$ cat config.mk
export PLATFORM = sky130hd
export DESIGN_NAME = dcache_ctrl
export DESIGN_NICKNAME = d
export VERILOG_FILES = /design/src/rtl/dcache_ctrl.sv
export SDC_FILE = /design/constraint.sdc
export NUM_CORES = 1
export LEC_CHECK = 0
export BUFFER_PORTS_ARGS = -buffer_cell sky130_fd_sc_hd__buf_4
export CORE_ASPECT_RATIO = 0.7
export CORE_MARGIN = 2
export CORE_UTILIZATION = 35
export DETAILED_ROUTE_END_ITERATION = 8
export PLACE_DENSITY_LB_ADDON = 0.05
export SLEW_MARGIN = 10
export SYNTH_ARGS = -nofsm -noshare
export SYNTH_HDL_FRONTEND = slang
export SYNTH_SLANG_ARGS = --single-unit
$ cat constraint.sdc
create_clock -name clk -period 6.13 [get_ports clk]
set_input_delay 0.3065 -clock clk [delete_from_list [all_inputs] [get_ports clk]]
set_output_delay 0.3065 -clock clk [all_outputs]
set_load 0.02 [all_outputs]
$ cat src/rtl/dcache_ctrl.sv
// Data-cache controller: runs MEM-stage loads and stores through the dcache
// and a byte-serial RAM port. Stores are write-through with write-allocate.
// I/O addresses bypass the cache.
module dcache_ctrl #(
  parameter logic [1:0] IO_SEL = 2'b11
) (
  input  logic        clk,
  input  logic        rst,
  input  logic        rdy,
  input  logic        req_i,
  input  logic        we_i,
  input  logic [1:0]  size_i,
  input  logic        sext_i,
  input  logic [31:0] addr_i,
  input  logic [31:0] wdata_i,
  output logic        done_o,
  output logic [31:0] rdata_o,
  output logic        busy_o,
  output logic [31:0] dc_raddr_o,
  output logic [1:0]  dc_rbyte_o,
  input  logic        dc_hit_i,
  input  logic [31:0] dc_data_i,
  output logic        dc_we_o,
  output logic [1:0]  dc_wbyte_o,
  output logic [31:0] dc_waddr_o,
  output logic [31:0] dc_wdata_o,
  output logic        mem_req_o,
  input  logic        mem_gnt_i,
  output logic [31:0] mem_a_o,
  output logic        mem_wr_o,
  output logic [7:0]  mem_dout_o,
  input  logic [7:0]  mem_din_i
);

  typedef enum logic [2:0] {StIdle, StLookup, StRd, StWr, StDone} state_e;

  state_e      state_q, state_d;
  logic [31:0] addr_q, addr_d;
  logic [1:0]  size_q, size_d;
  logic        we_q, we_d;
  logic        sext_q, sext_d;
  logic [31:0] wdata_q, wdata_d;
  logic        cach_q, cach_d;
  logic        miss_q, miss_d;
  logic [2:0]  issue_q, issue_d;
  logic [2:0]  recv_q, recv_d;
  logic        pend_q, pend_d;   // a granted read byte arrives this cycle
  logic [31:0] data_q, data_d;   // raw assembled bytes
  logic [31:0] rdata_q, rdata_d;

  logic [2:0]  nbytes;
  logic [31:0] lane_mask;
  logic [31:0] asm_data;
  logic        issue_more;

  // Zero- or sign-extend the low byte/half of a raw little-endian word.
  function automatic logic [31:0] extend(input logic [31:0] d, input logic [1:0] sz,
                                         input logic sx);
    case (sz)
      2'b00:   return {{24{sx & d[7]}}, d[7:0]};
      2'b01:   return {{16{sx & d[15]}}, d[15:0]};
      default: return d;
    endcase
  endfunction

  // Transfer length and byte mask from the latched (normalised) size.
  always_comb begin
    case (size_q)
      2'b00:   begin nbytes = 3'd1; lane_mask = 32'h0000_00ff; end
      2'b01:   begin nbytes = 3'd2; lane_mask = 32'h0000_ffff; end
      default: begin nbytes = 3'd4; lane_mask = 32'hffff_ffff; end
    endcase
    issue_more = (issue_q < nbytes);
  end

  // Next-state and datapath updates.
  always_comb begin
    state_d  = state_q;
    addr_d   = addr_q;
    size_d   = size_q;
    we_d     = we_q;
    sext_d   = sext_q;
    wdata_d  = wdata_q;
    cach_d   = cach_q;
    miss_d   = miss_q;
    issue_d  = issue_q;
    recv_d   = recv_q;
    pend_d   = pend_q;
    data_d   = data_q;
    rdata_d  = rdata_q;
    asm_data = data_q;
    asm_data[{recv_q[1:0], 3'b000} +: 8] = mem_din_i;

    case (state_q)
      StIdle: begin
        if (req_i) begin
          addr_d  = addr_i;
          size_d  = (size_i == 2'b11) ? 2'b10 : size_i;
          we_d    = we_i;
          sext_d  = sext_i;
          wdata_d = wdata_i;
          cach_d  = (addr_i[17:16] != IO_SEL);
          miss_d  = 1'b0;
          issue_d = 3'd0;
          recv_d  = 3'd0;
          pend_d  = 1'b0;
          data_d  = 32'h0;
          if (we_i)                           state_d = StWr;
          else if (addr_i[17:16] != IO_SEL)   state_d = StLookup;
          else                                state_d = StRd;
        end
      end
      StLookup: begin
        if (dc_hit_i) begin
          data_d  = dc_data_i;
          rdata_d = extend(dc_data_i, size_q, sext_q);
          state_d = StDone;
        end else begin
          miss_d  = 1'b1;
          issue_d = 3'd0;
          recv_d  = 3'd0;
          pend_d  = 1'b0;
          data_d  = 32'h0;
          state_d = StRd;
        end
      end
      StRd: begin
        pend_d = mem_gnt_i && issue_more;
        if (mem_gnt_i && issue_more) issue_d = issue_q + 3'd1;
        if (pend_q) begin
          data_d = asm_data;
          recv_d = recv_q + 3'd1;
          if (recv_q + 3'd1 == nbytes) begin
            rdata_d = extend(asm_data, size_q, sext_q);
            state_d = StDone;
          end
        end
      end
      StWr: begin
        if (mem_gnt_i) begin
          issue_d = issue_q + 3'd1;
          if (issue_q == nbytes - 3'd1) state_d = StDone;
        end
      end
      StDone:  state_d = StIdle;
      default: state_d = StIdle;
    endcase
  end

  // State register; rdy low freezes everything.
  always_ff @(posedge clk or posedge rst) begin
    if (rst) begin
      state_q <= StIdle;
      addr_q  <= 32'h0;
      size_q  <= 2'b00;
      we_q    <= 1'b0;
      sext_q  <= 1'b0;
      wdata_q <= 32'h0;
      cach_q  <= 1'b0;
      miss_q  <= 1'b0;
      issue_q <= 3'd0;
      recv_q  <= 3'd0;
      pend_q  <= 1'b0;
      data_q  <= 32'h0;
      rdata_q <= 32'h0;
    end else if (rdy) begin
      state_q <= state_d;
      addr_q  <= addr_d;
      size_q  <= size_d;
      we_q    <= we_d;
      sext_q  <= sext_d;
      wdata_q <= wdata_d;
      cach_q  <= cach_d;
      miss_q  <= miss_d;
      issue_q <= issue_d;
      recv_q  <= recv_d;
      pend_q  <= pend_d;
      data_q  <= data_d;
      rdata_q <= rdata_d;
    end
  end

  // Outputs decoded purely from registered state.
  always_comb begin
    done_o     = 1'b0;
    rdata_o    = rdata_q;
    busy_o     = (state_q != StIdle);
    dc_raddr_o = 32'h0;
    dc_rbyte_o = 2'b00;
    dc_we_o    = 1'b0;
    dc_wbyte_o = 2'b00;
    dc_waddr_o = 32'h0;
    dc_wdata_o = 32'h0;
    mem_req_o  = 1'b0;
    mem_a_o    = 32'h0;
    mem_wr_o   = 1'b0;
    mem_dout_o = 8'h0;
    if (state_q != StIdle) begin
      dc_raddr_o = addr_q;
      dc_rbyte_o = size_q;
    end
    case (state_q)
      StRd: begin
        if (issue_more) begin
          mem_req_o = 1'b1;
          mem_a_o   = addr_q + {29'h0, issue_q};
        end
      end
      StWr: begin
        mem_req_o  = 1'b1;
        mem_wr_o   = 1'b1;
        mem_a_o    = addr_q + {29'h0, issue_q};
        mem_dout_o = wdata_q[{issue_q[1:0], 3'b000} +: 8];
      end
      StDone: begin
        done_o = 1'b1;
        if (cach_q && (we_q || miss_q)) begin
          dc_we_o    = 1'b1;
          dc_wbyte_o = size_q;
          dc_waddr_o = addr_q;
          dc_wdata_o = we_q ? (wdata_q & lane_mask) : data_q;
        end
      end
      default: ;
    endcase
  end

endmodule

After elaboration in Yosys (flattened, before gate mapping)
Cells that the tools add are included.
W data, S select, Z words.
{"block": "op_classes", "addsub": 5, "mul": 0, "div": 0, "magnitude_cmp": 1, "n_eq_ne": 17, "n_shift": 3, "mux": 53, "n_bitwise": 5, "reduce_logical": 18}
{"cell": "$mux W32", "n": 13}
{"cell": "$pmux W32 S2", "n": 5}
{"cell": "$pmux W32 S3", "n": 1}
{"cell": "$mux W3", "n": 11}
{"cell": "$add A32 B3 Y32", "n": 1}
{"cell": "$and A32 B32 Y32", "n": 1}
{"cell": "$bwmux W32", "n": 1}
{"cell": "$shift A8 B7 Y32 const A", "n": 1}
{"cell": "$shiftx A32 B6 Y8", "n": 1}
{"cell": "$shiftx A8 B7 Y32", "n": 1}
{"cell": "$pmux W3 S4", "n": 2}
{"cell": "$ne A2 B2 Y1 const B", "n": 9}
{"cell": "$mux W2", "n": 6}
{"cell": "$reduce_and A4 Y1", "n": 3}
{"cell": "$reduce_and A6 Y1", "n": 2}
{"cell": "$reduce_and A5 Y1", "n": 2}
{"cell": "$pmux W3 S3", "n": 1}
{"cell": "$mux W1", "n": 8}
{"cell": "$mux W8", "n": 1}
{"cell": "$neg A5 Y7", "n": 1}
{"cell": "$add A3 B1 Y3 const B", "n": 2}
{"cell": "$eq A3 B2 Y1 const B", "n": 2}
{"cell": "$eq A3 B3 Y1", "n": 2}
{"cell": "$pmux W3 S2", "n": 1}
{"cell": "other kinds (17)", "n": 24}
{"block": "totals", "register_bits": 144, "latchBits": 0, "ramBits": 0, "romBits": 0, "out_inout_bits": 177, "elab_cells": 115, "memories": 0}

Depth between registers and ports, before layout
{"block": "depth", "depth_word": 8, "depth_mapped": 11, "mapped_depth_nobuf": 9}

Worst setup path before layout
OpenSTA, ideal clock, no wires.
{"block": "synth_path", "kind": "flip-flop to output port", "startpoint": "reg issue_q[1]", "endpoint": "out mem_a_o[26]", "arrival_time_ns": 2.827, "path_slack_ns": 2.996, "stages_incl_launch_ff": 9, "path_buffers": 1, "path_cell_list": "dfrtp_1 -> clkbuf_1 -> inv_1 -> fa_1 -> nand2b_1 -> a2111oi_2 -> nand4_1 -> xor2_1 -> nor2_1"}
{"block": "synth_between", "elab_chain_cells": 3, "elab_cells_between_ends": 4, "cone_classes": "1 x add/sub; 1 x order compare; 2 x mux"}
{"item": "start: declaration", "line_no": "45", "text": "logic [2:0] issue_q, issue_d;"}
{"item": "start signal: assignment", "line_no": "175", "text": "issue_q <= issue_d;"}
{"item": "$add A32 B3 Y32 / $lt A3 B3 Y1 (equally long branches)", "line_no": "206, 212, 73"}
{"item": "$mux W32", "line_no": "204", "text": "if (issue_more) begin"}
{"item": "$pmux W32 S2 *", "line_no": "202", "text": "case (state_q)"}
{"item": "end: declaration", "line_no": "29", "text": "output logic [31:0] mem_a_o,"}
Every way passes the cells marked *; elsewhere a longest branch is shown, timed or not.

Worst setup path after layout
{"block": "layout_path", "startpoint": "reg size_q[1]", "endpoint": "out mem_a_o[31]"}
{"block": "layout_between", "elab_chain_cells": 5, "elab_cells_between_ends": 6, "cone_classes": "1 x order compare; 1 x eq/ne; 3 x mux; 1 x reduce/logical"}
{"item": "start: declaration", "line_no": "39", "text": "logic [1:0] size_q, size_d;"}
{"item": "start signal: assignment", "line_no": "169", "text": "size_q <= size_d;"}
{"item": "$eq A2 B1 Y1 / $logic_not A2 Y1 (equally long branches)", "line_no": "68", "text": "case (size_q)"}
{"item": "$pmux W3 S2 *", "line_no": "68"}
{"item": "$lt A3 B3 Y1 *", "line_no": "73", "text": "issue_more = (issue_q < nbytes);"}
{"item": "$mux W32 *", "line_no": "204"}
{"item": "$pmux W32 S2 *", "line_no": "202"}
Marked as above.

==> impl_metrics.csv <==
group,metric,value,unit
synthesis,synth_compound_area_share,16.4,%
layout,fin_cells,1615,
sta,period_minus_slack,3760,ps
synthesis,synth-seq-cells,144,
synthesis,synth_top_family_by_area,"simple AND/OR/NAND/NOR gates",
route,vias,8576,
synthesis,syn_area,0.00900,mm2
synthesis,avgSynthCellArea,8.75,um2
grt,grt_start_max_net_pins,90,
route,first_iter_violations,504,
placement,dpl.hpwl,24.3,mm
placement,portBuffers,290,
sta,timing.hold.ws,59.8,ps
sta,tns,0,ps
placement,dp.cells,1585,
grt,grt_antenna_before_repair,0,
floorplanning,io_pins,291,
synthesis,post-synth-top-count-cell,"dfrtp_1",
placement,place_area,0.0114,mm2
job,drv_cap,0,
worst_setup_path,cp_slowest_cell,"dfrtp_1",
floorplanning,chipWidth,196,um
worst_setup_path,worstPathMaxFanout,32,
clocking,path_clk_slew,60,ps
synthesis,ys_seq_area_share,40.0,%
sta,grt_setup_unrepaired,"false",
power,pwr_density_cell,520,mW/mm2
worst_setup_path,worst_ep_required_time,5820,ps
floorplanning,die_height,138,um
grt,track_usage,24.7,%
clocking,h-tree-depth,4,
route,wl_per_cell,20.4,um
route,drcViolationCount,0,
grt,overflow,0,
layout,num_antenna_cells,0,
worst_setup_path,path_buf_inv,3,
sta,max_freq,266,MHz
worst_setup_path,crit_type,"reg -> out",
route,dr.pass1.iters,5,
clocking,post_cts_resized,0,
worst_setup_path,critPathLaunch,"size_q[1]$_DFFE_PP0P_",
layout,layout.nets,1400,
synthesis,ys_top_cells_by_area,"dfrtp_1 (40%), mux2_2 (8.9%), nor2b_1 (6.7%), a21oi_1 (5.5%), o21ai_0 (4.9%)",
worst_setup_path,path_cells,"inv_1 > nand2_1 > ha_1 > nor2b_1 > o21ai_0 > nand2_1 > buf_4 > or4_1 > o21ai_0 > buf_4",
power,ir_worst_vdd,0.000238,V
worst_setup_path,rrSetupSlack,2500,ps
synthesis,yosysWarnings,0,
layout,drive_above_1_share,32.8,%
worst_setup_path,cp-start-kind,"flop",
sta,drv_slew,0,
synthesis,synthSimpleGateAreaFrac,22.9,%
floorplanning,die_area,0.0270,mm2
worst_setup_path,rr_endpoint,"rdata_o[27]$_DFFE_PP0P_",
floorplanning,row_count,49,
sta,hold_viol_final,0,
synthesis,synth.distinct_cells,49,
worst_setup_path,rr_worst_depth,7,
layout,fin_util,47.4,%
placement,gp_congestion,0.831,
layout,num-fill-cells,2496,
sta,worst_pin_slew,1080,ps
sta,finalCritPeriodShare,61.4,%
clocking,cts_buffers,17,
layout,area_delta_synth_final,34.1,%
synthesis,synthMuxAreaShare,12.0,%
synthesis,async_reset_ff_share,100,%
synthesis,ys.flop_type,"dfrtp_1",
synthesis,synthAdderAreaFrac,1.89,%
clocking,insertion_delay,430,ps
floorplanning,core,0.0254,mm2
route,ant_nets,0,
route,vias_per_cell,5.31,
synthesis,syn-num-nets,1155,
worst_setup_path,cp_top_family,"simple AND/OR/NAND/NOR gates",
synthesis,synth_top_area_cell,"dfrtp_1",
sta,setup_viol,0,
worst_setup_path,slowest_delay,890,ps
clocking,tritoncts,"built",
clocking,cts_num_sinks,144,
synthesis,synth_xor_area_share,2.73,%
synthesis,synth_top_cells_by_count,"dfrtp_1 (144), nor2_1 (99), a21oi_1 (98)",
clocking,cts_setup_buffers,0,
clocking,ctsHoldBuffers,0,
status,status,"finished, final reports clean",
sta,slew_headroom,28.2,%
route,drt-total-wl,32.9,mm
synthesis,syn_inst,1028,
worst_setup_path,rr_startpoint,"recv_q[0]$_DFFE_PP0P_",
grt,grt_pass1_wl,50.8,mm
clocking,root_buffer,"clkbuf_16",
synthesis,synth_top_area_share,40.0,%
sta,skew,9.59,ps
worst_setup_path,end_kind,"primary output",
power,p_leak,0.00543,uW
hold_path,min_path_type,"in -> async",
worst_setup_path,arrival,3460,ps
clocking,cts_buffer_depth,2,
layout,postLayoutCellArea,0.0121,mm2
synthesis,synth_enable_flop_cells,0,
grt,grt_pass1_vias,8302,
floorplanning,start_util,35.4,%
[worst max-delay path by stage]
stage	to	slack [ps]	cells past startpoint
floorplan	addr_q[0]$_DFFE_PP0P_	1960	1
detailed placement	rdata_o[27]$_DFFE_PP0P_	2570	7
global placement	rdata_o[20]$_DFFE_PP0P_	2740	7
finish	mem_a_o[31]	2370	10
global route	mem_a_o[31]	2100	10
CTS	mem_a_o[31]	2300	10
[metal layers]
layer	track usage, %	wire length, um	up-vias
met5	0	0	-
met4	7.10	745	0
met3	6.73	2380	43
met2	34.0	13400	307
met1	37.4	16400	4150
li1	-	-	4076
[sequential cells by signal, indices dropped and copies added (netlist names)]
register  cells
data_q       32
size_q        2
sext_q        1
issue_q       3
miss_q        1
recv_q        3
pend_q        1
state_q       3
we_q          1
wdata_q      32
addr_q       32
rdata_o      32
cach_q        1
[final cells by class]
cell class | count | area [um2] | area share [%]
Multi-Input combinational cell | 789 | 5060 | 41.9
Clock buffer | 20 | 467 | 3.87
Inverter | 19 | 76.3 | 0.632
Timing Repair Buffer | 302 | 2270 | 18.8
Clock inverter | 10 | 184 | 1.52
Tap cell | 331 | 414 | 3.43
Sequential cell | 144 | 3600 | 29.9
[where the power goes]
part	switching [uW]	internal, uW	total [uW]
Clock	430	750	1180
Combinational	1790	1380	3170
Sequential	569	1350	1920
[worst reg2reg max path, delay by kind of cell, from the launching register on]
family,cells,cell delay (ps)
AOI/OAI and AO/OA,3,1600
and+or+nand+nor,2,880
DFF,1,520
adders and majority gates,1,400
buffers and inverters,1,110
[kinds of logic after synthesis]
group | after synthesis
XOR/XNOR | 28
multiplexers | 89
AND/OR/NAND/NOR | 401
flip-flops | 144
AO/OA/AOI/OAI | 258
buffers and inverters | 95
adder cells (fa/ha/maj) | 13
[layout by cell type, fill, tap and decap left out, types with 10 or more instances in the layout]
cell type / netlist / final
buf_4: 1 / 302
dfrtp_1: 144 / 144
nor2_1: 99 / 99
a21oi_1: 98 / 98
nor2b_1: 96 / 96
o21ai_0: 89 / 89
nand2_1: 78 / 78
mux2_2: 71 / 71
and2_1: 38 / 38
a31oi_1: 33 / 33
nand3_1: 29 / 27
xor2_1: 19 / 19
inv_1: 19 / 18
clkbuf_16: 0 / 17
and3_1: 16 / 16
o22a_1: 16 / 16
nand2b_1: 15 / 15
ha_1: 12 / 12
mux2i_1: 10 / 10
[per-stage QoR]
stage	worst slack (ps)	power [uW]
after floorplan	1960	3810
after global placement	2740	5080
after detailed placement	2570	5110
after CTS	2300	6300
after global routing	2100	6700
final	2370	6280
(Power assumes the default switching activity.)
